--- src/rtl/serial_pattern_tx.sv ---
// Serial pattern transmitter: captures a parallel pattern on start and shifts it out
// MSB-first, optionally repeating the frame with a one-cycle gap between repetitions.
module serial_pattern_tx #(
    parameter int WIDTH   = 8,
    parameter int NBITS_W = $clog2(WIDTH + 1)
) (
    input  logic               clk,
    input  logic               rst,
    input  logic               start,
    input  logic [WIDTH-1:0]   data,
    input  logic [NBITS_W-1:0] nbits,
    input  logic [3:0]         reps,
    output logic               out,
    output logic               valid,
    output logic               busy,
    output logic               done
);

    typedef enum logic [1:0] {S_IDLE, S_SHIFT, S_GAP, S_DONE} state_t;

    localparam logic [NBITS_W-1:0] L_WIDTH = NBITS_W'(WIDTH);
    localparam logic [NBITS_W-1:0] L_ONE   = NBITS_W'(1);

    state_t             r_state, w_state_nxt;
    logic [WIDTH-1:0]   r_shift, w_shift_nxt;
    logic [WIDTH-1:0]   r_data_sh, w_data_sh_nxt;
    logic [NBITS_W-1:0] r_cnt, w_cnt_nxt;
    logic [NBITS_W-1:0] r_n_sh, w_n_sh_nxt;
    logic [3:0]         r_reps, w_reps_nxt;
    logic [NBITS_W-1:0] w_n_clamp;
    logic [WIDTH-1:0]   w_data_align;
    logic               r_out, r_valid, r_busy, r_done;

    // Pattern is left-aligned so the bit on the wire is always r_shift[WIDTH-1].
    always_comb begin
        w_n_clamp     = (nbits > L_WIDTH) ? L_WIDTH : nbits;
        w_data_align  = data << (L_WIDTH - w_n_clamp);
        w_state_nxt   = r_state;
        w_shift_nxt   = r_shift;
        w_data_sh_nxt = r_data_sh;
        w_cnt_nxt     = r_cnt;
        w_n_sh_nxt    = r_n_sh;
        w_reps_nxt    = r_reps;
        case (r_state)
            S_IDLE: begin
                if (start) begin
                    w_data_sh_nxt = w_data_align;
                    w_shift_nxt   = w_data_align;
                    w_n_sh_nxt    = w_n_clamp;
                    w_cnt_nxt     = w_n_clamp;
                    w_reps_nxt    = reps;
                    w_state_nxt   = (w_n_clamp != '0) ? S_SHIFT : S_DONE;
                end
            end
            S_SHIFT: begin
                if (r_cnt == L_ONE) begin
                    if (r_reps != 4'd0) begin
                        w_reps_nxt  = r_reps - 4'd1;
                        w_state_nxt = S_GAP;
                    end else begin
                        w_state_nxt = S_DONE;
                    end
                end else begin
                    w_cnt_nxt   = r_cnt - L_ONE;
                    w_shift_nxt = r_shift << 1;
                end
            end
            S_GAP: begin
                w_shift_nxt = r_data_sh;
                w_cnt_nxt   = r_n_sh;
                w_state_nxt = S_SHIFT;
            end
            S_DONE:  w_state_nxt = S_IDLE;
            default: w_state_nxt = S_IDLE;
        endcase
    end

    // Outputs are registered from the next state so they line up with the state they describe.
    always_ff @(posedge clk) begin
        if (rst) begin
            r_state   <= S_IDLE;
            r_shift   <= '0;
            r_data_sh <= '0;
            r_cnt     <= '0;
            r_n_sh    <= '0;
            r_reps    <= '0;
            r_out     <= 1'b0;
            r_valid   <= 1'b0;
            r_busy    <= 1'b0;
            r_done    <= 1'b0;
        end else begin
            r_state   <= w_state_nxt;
            r_shift   <= w_shift_nxt;
            r_data_sh <= w_data_sh_nxt;
            r_cnt     <= w_cnt_nxt;
            r_n_sh    <= w_n_sh_nxt;
            r_reps    <= w_reps_nxt;
            r_out     <= (w_state_nxt == S_SHIFT) & w_shift_nxt[WIDTH-1];
            r_valid   <= (w_state_nxt == S_SHIFT);
            r_busy    <= (w_state_nxt != S_IDLE);
            r_done    <= (w_state_nxt == S_DONE);
        end
    end

    assign out   = r_out;
    assign valid = r_valid;
    assign busy  = r_busy;
    assign done  = r_done;

endmodule

--- config.mk ---
export PLATFORM = sky130hd
export DESIGN_NAME = serial_pattern_tx
export DESIGN_NICKNAME = d
export VERILOG_FILES = /design/src/rtl/serial_pattern_tx.sv
export SDC_FILE = /design/constraint.sdc
export NUM_CORES = 1
export LEC_CHECK = 0
export BUFFER_PORTS_ARGS = -buffer_cell sky130_fd_sc_hd__buf_2
export CORE_ASPECT_RATIO = 1.2
export CORE_MARGIN = 3
export CORE_UTILIZATION = 60
export DETAILED_ROUTE_END_ITERATION = 8
export HOLD_SLACK_MARGIN = 0.1
export PLACE_DENSITY = 0.82
export SYNTH_ARGS = -nofsm -noshare
export SYNTH_HDL_FRONTEND = slang
export SYNTH_SLANG_ARGS = --single-unit
--- constraint.sdc ---
create_clock -name clk -period 5.7 [get_ports clk]
set_input_delay 0.285 -clock clk [delete_from_list [all_inputs] [get_ports clk]]
set_output_delay 0.285 -clock clk [all_outputs]
set_load 0.005 [all_outputs]
==> results.py, run 1 <==
metrics = {
    "run_status": {
        "status": "completed",
    },
    "timing": {
        "finClkSkew_ps": 13.9,
        "fin_ws_ps": 3200,
        "worstMarginPinSlew_ps": 647,
        "hold_viol": 0,
        "rsz0062_at_grt": "no",
        "fin_tns_setup_ps": 0,
        "slew_headroom_pct": 56.7,
        "finalSetupViolCount": 0,
        "fin_crit_ps": 2500,
        "fin_crit_sh_pct": 43.8,
        "fin_hold_ws_ps": 234,
        "max_freq_ghz": 0.401,
        "drv_slew": 0,
    },
    "clock_network": {
        "cts_sinks": 34,
        "cts_resized": 0,
        "cts_root_buf": "clkbuf_4",
        "cts_made_buffers": 5,
        "cts_setup_buffers": 0,
        "cts_hold_buf": 0,
        "cts_tree": "yes",
        "clk_pin_slew_ps": 110,
        "clk_latency_ps": 350,
        "cts_buffer_depth": 2,
        "htree_levels": 2,
    },
    "synth": {
        "syn_inst": 232,
        "yosysUniqueCellTypes": 53,
        "ys_async_sr_fraction_pct": 0,
        "postSynthAreaPerCell_um2": 8.47,
        "synthFlopType": "dfxtp_1",
        "synth.yosys.seq_area_share_pct": 34.6,
        "synth-edff-count": 0,
        "synth_top_area_share_pct": 34.6,
        "syn_area_um2": 1970,
        "yosys_warnings": 0,
        "ys_ff_latch": 34,
        "synth.largest_area_cell": "dfxtp_1",
        "synth.area.top_cells": "dfxtp_1 (35%), a21oi_1 (6.9%), ha_1 (5.7%)",
        "syn_nets": 260,
    },
    "final_layout": {
        "final_area_um2": 2120,
        "drive_gt1_share_pct": 17.5,
        "nFillCells": 272,
        "multiInputGateArea_um2": 1170,
        "diodes": 0,
        "final_common_cell": "dfxtp_1",
        "layout_common_cells": "dfxtp_1 (34), a21oi_1 (27), nand2_1 (26)",
        "synthToLayoutAreaGrowth_pct": 7.89,
        "seqCellArea_um2": 681,
        "nets": 278,
    },
    "placement": {
        "place_ws_ps": 3010,
        "dpl.hpwl_um": 3190,
        "dpl_cell_area_um2": 2060,
        "gp_congestion": 0.797,
        "port_buffers": 22,
    },
    "critical_path": {
        "cpMostUsedCell": "inv_1",
        "startpoint_type": "register",
        "slowest_stage": "ha_1",
        "cp_data_required_time_ps": 6010,
        "cp.buffers_inverters": 2,
        "worstPathArrival_ps": 2810,
        "crit_path_max_incr_delay_ps": 560,
        "path_delay_family": "compound AO/OA/AOI/OAI gates",
        "endpoint_kind": "register",
        "criticalPathCategory": "reg2reg",
        "cp_max_fo": 16,
        "crit_chain": "inv_1 > ha_1 > inv_1 > nor2_1 > o22ai_1 > a21o_1 > a21bo_2",
    },
    "routing": {
        "ant_nets": 0,
        "route.detailed.drc": 0,
        "vias_per_cell": 6.17,
        "dr.pass1.iters": 4,
        "vias": 1772,
        "wirelength_um": 4430,
        "first_iter_violations": 114,
        "wl_per_cell_um": 15.4,
    },
    "grt": {
        "grt_overflow": 0,
        "first_global_vias": 1623,
        "antenna_found_initial": 0,
        "grt_use_total_pct": 23.9,
        "grt_pass1_wl_um": 7290,
        "grt_max_degree": 29,
    },
    "floorplanning": {
        "start_util_pct": 63.2,
        "die_h_um": 68.7,
        "die_area_um2": 4000,
        "die_x_um": 58.3,
        "core_area_um2": 3110,
        "io_pins": 23,
        "rows": 22,
    },
    "power_and_ir_drop": {
        "power_leakage_nw": 0.858,
        "ir_drop_v": 0.000202,
        "power_density_nw_per_um2": 302,
    },
    "job": {
        "drv_cap": 0,
    },
    "min_path": {
        "hold_path.class": "in2reg",
    },
}
## cell type report
class                   instances  area share [%]
clock inverters                 2           0.590
inverters                      13            2.30
clock buffers                   6            2.42
multi-input cells             174            55.3
well taps                      36            2.12
flip-flops and latches         34            32.1
repair buffers                 22            5.19
## cells by family (layout without fill, tap and decap cells)
| logic type | count (synthesis) | count (layout) | share of synthesized area [%] |
|---|---|---|---|
| AO/OA/AOI/OAI | 73 | 73 | 26.2 |
| XOR/XNOR | 3 | 3 | 1.72 |
| adder cells (fa/ha/maj) | 9 | 9 | 5.73 |
| buffers and inverters | 24 | 43 | 5.73 |
| flip-flops | 34 | 34 | 34.6 |
| multiplexers | 14 | 14 | 7.45 |
| AND/OR/NAND/NOR | 75 | 75 | 18.5 |
## metal layers
layer / up-vias / wire length [um] / global-route usage, %
li1: 878 / - / -
met4: 0 / 96 / 10.1
met3: 9 / 215 / 5.40
met1: 828 / 2000 / 29.3
met2: 57 / 2120 / 40.4
met5: - / 0 / 0
## worst paths after layout
kind	startpoint	to	slack, ps	cells after the start
setup reg to reg	r_state[1]$_SDFF_PP0_	busy$_SDFF_PP0_	3200	7
hold / removal	start	r_n_sh[3]$_SDFFE_PP0P_	230	3
setup / recovery	r_state[1]$_SDFF_PP0_	busy$_SDFF_PP0_	3200	7
hold reg to reg	r_n_sh[3]$_SDFFE_PP0P_	r_n_sh[3]$_SDFFE_PP0P_	460	2
## synth_stat cells (all sizes together) (5+ instances only)
library cell  count
a21oi            27
a22o              5
buf               6
clkbuf            5
dfxtp            34
ha                9
inv              13
mux2              5
mux2i             9
nand2            26
nor2             22
o211ai            5
o21ai             8
## power by group
part | switching [mW] | internal (mW) | leakage (nW)
Sequential | 0.0175 | 0.264 | 0.278
Clock | 0.0878 | 0.0592 | 0.0343
Combinational | 0.129 | 0.0837 | 0.546
## per-stage QoR
stage / instances / total power, mW / util [%]
3_3_place_gp: 279 / 0.489 / 66.1
3_5_place_dp: 279 / 0.496 / 66.1
5_1_grt: 287 / 0.678 / 68.2
6_report: 287 / 0.641 / 68.2
2_1_floorplan: 232 / 0.450 / -
4_1_cts: 287 / 0.640 / 68.2
## registers in the layout, summed over array words and instances (netlist names)
register / cells
out: 1
r_reps: 4
r_n_sh: 4
r_state: 2
r_shift: 8
busy: 1
done: 1
r_data_sh: 8
valid: 1
r_cnt: 4
## tightest hold or removal path, stage by stage
cell     delay [ps]
buf_2           140
nand3_1          70
a21oi_1          50
Note: power is estimated with default switching activity, not from simulation.
==> inputs of run 2 (changes only) <==
- ABC_AREA: default -> 1
- CORE_UTILIZATION: 60 -> 58
- PLACE_DENSITY: 0.82 -> 0.79
- clock period: 5.7 -> 2.6 ns (I/O delays scaled with it)
==> results.py, run 2 <==
metrics = {
    "grt": {
        "grt_pass1_wl_um": 7490,
        "antenna_found_initial": 0,
        "grt_use_total_pct": 23.4,
        "grt_max_degree": 23,
        "grt_overflow": 0,
        "first_global_vias": 1806,
    },
    "final_layout": {
        "diodes": 0,
        "largestRegisters": "r_data_sh: 8 flops, r_shift: 8 flops",
        "drive_gt1_share_pct": 13.5,
        "final_common_cell": "nand2_1",
        "nets": 353,
        "final_util_pct": 68.4,
        "final_area_um2": 2160,
        "fin_cells": 361,
        "synthToLayoutAreaGrowth_pct": 10.1,
        "layout_common_cells": "nand2_1 (79), inv_1 (34), dfxtp_1 (34)",
    },
    "clock_network": {
        "cts_sinks": 34,
        "cts_hold_buf": 2,
        "htree_levels": 2,
        "cts_made_buffers": 5,
        "cts_tree": "yes",
        "clk_pin_slew_ps": 100,
        "clk_latency_ps": 330,
        "cts_root_buf": "clkbuf_4",
        "cts_buffer_depth": 2,
        "cts_setup_buffers": 0,
        "cts_resized": 0,
    },
    "placement": {
        "gp_congestion": 0.868,
        "port_buffers": 22,
        "dpl.hpwl_um": 3440,
        "dpl_cell_area_um2": 2100,
        "placed_cells": 352,
        "place_ws_ps": 330,
    },
    "timing": {
        "fin_crit_ps": 2110,
        "fin_ws_ps": 486,
        "rsz0062_at_grt": "no",
        "fin_tns_setup_ps": 0,
        "slew_headroom_pct": 70.9,
        "fin_crit_sh_pct": 81.3,
        "finClkSkew_ps": 7.14,
        "finalSetupViolCount": 0,
        "max_freq_ghz": 0.473,
        "hold_viol": 0,
        "drv_slew": 0,
        "fin_hold_ws_ps": 119,
        "worstMarginPinSlew_ps": 437,
    },
    "power_and_ir_drop": {
        "power_leakage_nw": 1.01,
        "power_density_nw_per_um2": 621,
        "finalPower_mw": 1.34,
        "ir_drop_v": 0.000400,
    },
    "floorplanning": {
        "die_area_um2": 4130,
        "io_pins": 23,
        "die_x_um": 59.2,
        "die_h_um": 69.8,
        "start_util_pct": 62.1,
        "core_area_um2": 3170,
        "rows": 22,
    },
    "synth": {
        "post-synth-top-count-cell": "nand2_1",
        "synth.largest_area_cell": "dfxtp_1",
        "yosys_warnings": 0,
        "yosysUniqueCellTypes": 31,
        "syn_inst": 299,
        "synth_top_area_share_pct": 34.6,
        "postSynthAreaPerCell_um2": 6.58,
        "synth.area.top_cells": "dfxtp_1 (35%), nand2_1 (15%), a21oi_1 (7.9%)",
        "yosys-top-cells-count": "nand2_1 (79), dfxtp_1 (34), inv_1 (34)",
        "synth.yosys.seq_area_share_pct": 34.6,
        "ys_async_sr_fraction_pct": 0,
        "syn_nets": 327,
        "syn_area_um2": 1970,
        "synthFlopType": "dfxtp_1",
        "ys_ff_latch": 34,
        "synth-edff-count": 0,
    },
    "critical_path": {
        "cp_data_required_time_ps": 2820,
        "r2r_start": "r_state[0]$_SDFF_PP0_",
        "crit_end": "r_shift[7]$_SDFF_PP0_",
        "rr_worst_depth": 12,
        "critPathLaunch": "r_state[0]$_SDFF_PP0_",
        "worstPathArrival_ps": 2340,
        "startpoint_type": "register",
        "worstReg2RegEnd": "r_shift[7]$_SDFF_PP0_",
        "reg2reg_slack_ps": 490,
        "criticalPathCategory": "reg2reg",
        "endpoint_kind": "register",
        "cp_max_fo": 10,
    },
    "run_status": {
        "status": "completed",
    },
    "min_path": {
        "hold_path.class": "in2reg",
        "min_path_cells": 3,
    },
    "routing": {
        "route.detailed.drc": 0,
        "vias": 1963,
        "ant_nets": 0,
        "wirelength_um": 4520,
        "vias_per_cell": 5.44,
        "dr.pass1.iters": 4,
        "first_iter_violations": 81,
        "wl_per_cell_um": 12.5,
    },
    "job": {
        "drv_cap": 0,
    },
}
==> run 2: changes by cell type after synthesis, sizes merged, moves of 6 or more <==
cell	previous run	this run
mux2i	9	0
o21ai	8	24
nand3	4	25
inv	13	36
nand2	26	85
a21oi	27	33
==> run 2: metal layers <==
metal,share of wire (%),track usage [%],wire length (um),up-vias
li1,-,-,-,1032
met1,42,25.3,1900,881
met2,52,42.0,2340,42
met3,4.6,5.77,207,8
met4,1.6,9.07,71,0
met5,0,0,0,-
==> run 2: logic make-up after synthesis <==
group / synth area share (%)
adders and majority gates: 5.73
and+or+nand+nor: 31.4
AOI/OAI and AO/OA: 19.1
DFF: 34.6
buffers and inverters: 9.10
==> run 2: worst min-delay path by stage <==
stage	startpoint	end	slack (ps)
global placement	reps[0]	r_reps[0]$_SDFFE_PP0P_	420
detailed placement	reps[2]	r_reps[2]$_SDFFE_PP0P_	410
floorplan	rst	r_state[0]$_SDFF_PP0_	210
CTS	nbits[2]	r_n_sh[2]$_SDFFE_PP0P_	120
global route	reps[3]	r_reps[3]$_SDFFE_PP0P_	110
finish	reps[3]	r_reps[3]$_SDFFE_PP0P_	120
==> run 2: final cells by class <==
type                            count  area (um2)
Fill cell                         310        1000
Multi-Input combinational cell    221        1110
Clock inverter                      2        10.0
Timing Repair Buffer               26         145
Tap cell                           36        45.0
Clock buffer                        5        37.5
Inverter                           37         139
Sequential cell                    34         681
==> run 2: report_power, final <==
group	leakage [nW]	internal, mW	total (mW)	switching (mW)
sequential	0.279	0.585	0.631	0.0455
combinational	0.703	0.158	0.442	0.283
clock	0.0308	0.0972	0.272	0.175
total	1.01	0.841	1.34	0.504
==> run 2: worst max-delay path, stage by stage (launching register included) <==
cell      delay [ps]
dfxtp_1          430
inv_1            100
ha_1             250
nand2_2          220
clkinv_1         220
o21ai_0          230
inv_1            130
nand2_1           90
nor2_1            50
nand2_1          100
nand2_1           60
nand2_1           80
nor2_1            40
==> inputs of run 3 (changes only) <==
- ABC_AREA: 1 -> 0
- clock period: 2.6 -> 2.2 ns (I/O delays scaled with it)
==> results.py, run 3 (same netlist as run 1, synthesis figures left out) <==
metrics = {
    "routing": {
        "wirelength_um": 4460,
        "vias_per_cell": 5.93,
        "first_iter_violations": 94,
        "ant_nets": 0,
        "wl_per_cell_um": 14.7,
        "dr.pass1.iters": 4,
        "route.detailed.drc": 0,
        "vias": 1796,
    },
    "critical_path": {
        "reg2reg_slack_ps": 190,
        "cp_data_required_time_ps": 2470,
        "worstReg2RegEnd": "r_shift[5]$_SDFFE_PP0P_",
        "r2r_start": "r_state[1]$_SDFF_PP0_",
        "criticalPathCategory": "reg2reg",
        "cp_max_fo": 9,
        "endpoint_kind": "register",
        "worstPathArrival_ps": 2280,
        "rr_worst_depth": 7,
        "startpoint_type": "register",
    },
    "final_layout": {
        "final_common_cell": "dfxtp_1",
        "nets": 294,
        "diodes": 0,
        "drive_gt1_share_pct": 21.0,
        "layout_common_cells": "dfxtp_1 (34), a21oi_1 (27), nand2_1 (26)",
        "synthToLayoutAreaGrowth_pct": 14.8,
        "largestRegisters": "r_data_sh: 8 flops, r_shift: 8 flops",
    },
    "power_and_ir_drop": {
        "sw_frac_of_total_pct": 33.0,
        "finalPower_mw": 1.77,
        "p_sw_uw": 583,
        "pwr-share-clk_pct": 25.1,
        "p_int_mw": 1.18,
        "combPwrFrac_pct": 33.7,
        "sequentialPowerShare_pct": 41.2,
        "power_density_nw_per_um2": 782,
        "ir_drop_v": 0.000607,
        "power_leakage_nw": 0.940,
    },
    "grt": {
        "grt_max_degree": 16,
        "first_global_vias": 1719,
        "met2_usage_pct": 40.7,
        "grt_pass1_wl_um": 7590,
        "antenna_found_initial": 0,
        "grt_use_total_pct": 23.5,
        "grt_overflow": 0,
        "grt-busiest-layer": "met2",
        "met1_usage_pct": 27.7,
        "grt_use_met3_pct": 5.21,
    },
    "floorplanning": {
        "start_util_pct": 62.1,
        "die_x_um": 59.1,
        "io_pins": 23,
        "die_area_um2": 4130,
        "core_area_um2": 3170,
        "rows": 22,
        "die_h_um": 69.8,
    },
    "timing": {
        "rsz0062_at_grt": "no",
        "fin_tns_setup_ps": 0,
        "worstMarginPinSlew_ps": 480,
        "finalSetupViolCount": 0,
        "fin_ws_ps": 185,
        "drv_slew": 0,
        "hold_viol": 0,
        "fin_hold_ws_ps": 122,
        "finClkSkew_ps": 5.10,
        "slew_headroom_pct": 67.7,
        "max_freq_ghz": 0.496,
        "fin_crit_sh_pct": 91.6,
        "fin_crit_ps": 2010,
    },
    "clock_network": {
        "cts_buffer_depth": 2,
        "cts_root_buf": "clkbuf_4",
        "cts_made_buffers": 5,
        "cts_sinks": 34,
        "cts_setup_buffers": 0,
        "cts_resized": 0,
        "cts_tree": "yes",
        "htree_levels": 2,
        "clk_pin_slew_ps": 100,
        "clk_latency_ps": 340,
    },
    "min_path": {
        "hold_path.class": "in2reg",
        "min_path_cells": 2,
        "min_to": "r_data_sh[2]$_SDFFE_PP0P_",
        "holdCritStartpoint": "rst",
    },
    "placement": {
        "port_buffers": 22,
        "gp_congestion": 0.888,
        "place_ws_ps": 57.0,
        "dpl.hpwl_um": 3400,
    },
    "run_status": {
        "status": "completed",
    },
    "job": {
        "drv_cap": 0,
    },
}
-- run 3: cell types whose count changed in the layout (fill, tap and decap cells not counted), sizes merged, moves of 5 or more --
cell / delta
nand2: -59
a21oi: -6
buf: +12
nor2: -5
mux2i: +9
nand3: -21
inv: -23
o21ai: -16
mux2: +5
-- run 3: what timing repair did --
item                                   4_1_cts  5_1_grt
hold buffers                                 2        0
endpoints found under the hold margin        2        0
setup endpoints to repair                    0        0
-- run 3: area by class of cell --
cell class | instances | area [um2]
Multi-Input combinational cell | 174 | 1170
Fill cell | 274 | 908
Sequential cell | 34 | 681
Timing Repair Buffer | 38 | 235
Inverter | 13 | 48.8
Clock buffer | 7 | 45.0
Tap cell | 36 | 45.0
Clock inverter | 1 | 30.0
-- run 3: metal layers --
layer,share of wire (%),vias up
met5,0,-
met4,1.3,0
met3,4.8,5
met2,51,38
met1,43,845
li1,-,908
-- run 3: worst max-delay path by stage --
stage / endpoint / from
floorplan: out$_SDFF_PP0_ / nbits[3]
global placement: out$_SDFF_PP0_ / nbits[3]
detailed placement: out$_SDFF_PP0_ / nbits[3]
CTS: r_shift[5]$_SDFFE_PP0P_ / r_state[1]$_SDFF_PP0_
global route: r_shift[5]$_SDFFE_PP0P_ / r_state[1]$_SDFF_PP0_
finish: r_shift[5]$_SDFFE_PP0P_ / r_state[1]$_SDFF_PP0_
-- run 3: power groups by stage --
stage / Sequential (mW) / Combinational, mW / Clock (mW)
final: 0.727 / 0.596 / 0.443
after global routing: 0.735 / 0.663 / 0.491
after CTS: 0.728 / 0.594 / 0.459
after detailed placement: 0.742 / 0.588 / 0
after global placement: 0.740 / 0.584 / 0
after floorplan: 0.732 / 0.436 / 0
-- run 3: worst max-delay path, stage by stage (launching register included) --
cell	delay [ps]
dfxtp_1	360
inv_1	110
ha_1	320
nand2_1	180
buf_4	200
nor2b_1	340
o21ai_0	250
o21ai_0	180
-- run 3: stage by stage --
stage | instance area (um2) | cells | util (%)
floorplan | 1970 | 232 | -
global placement | 2160 | 293 | 68.3
detailed placement | 2160 | 293 | 68.3
CTS | 2260 | 303 | 71.3
global route | 2260 | 303 | 71.3
finish | 2260 | 303 | 71.3
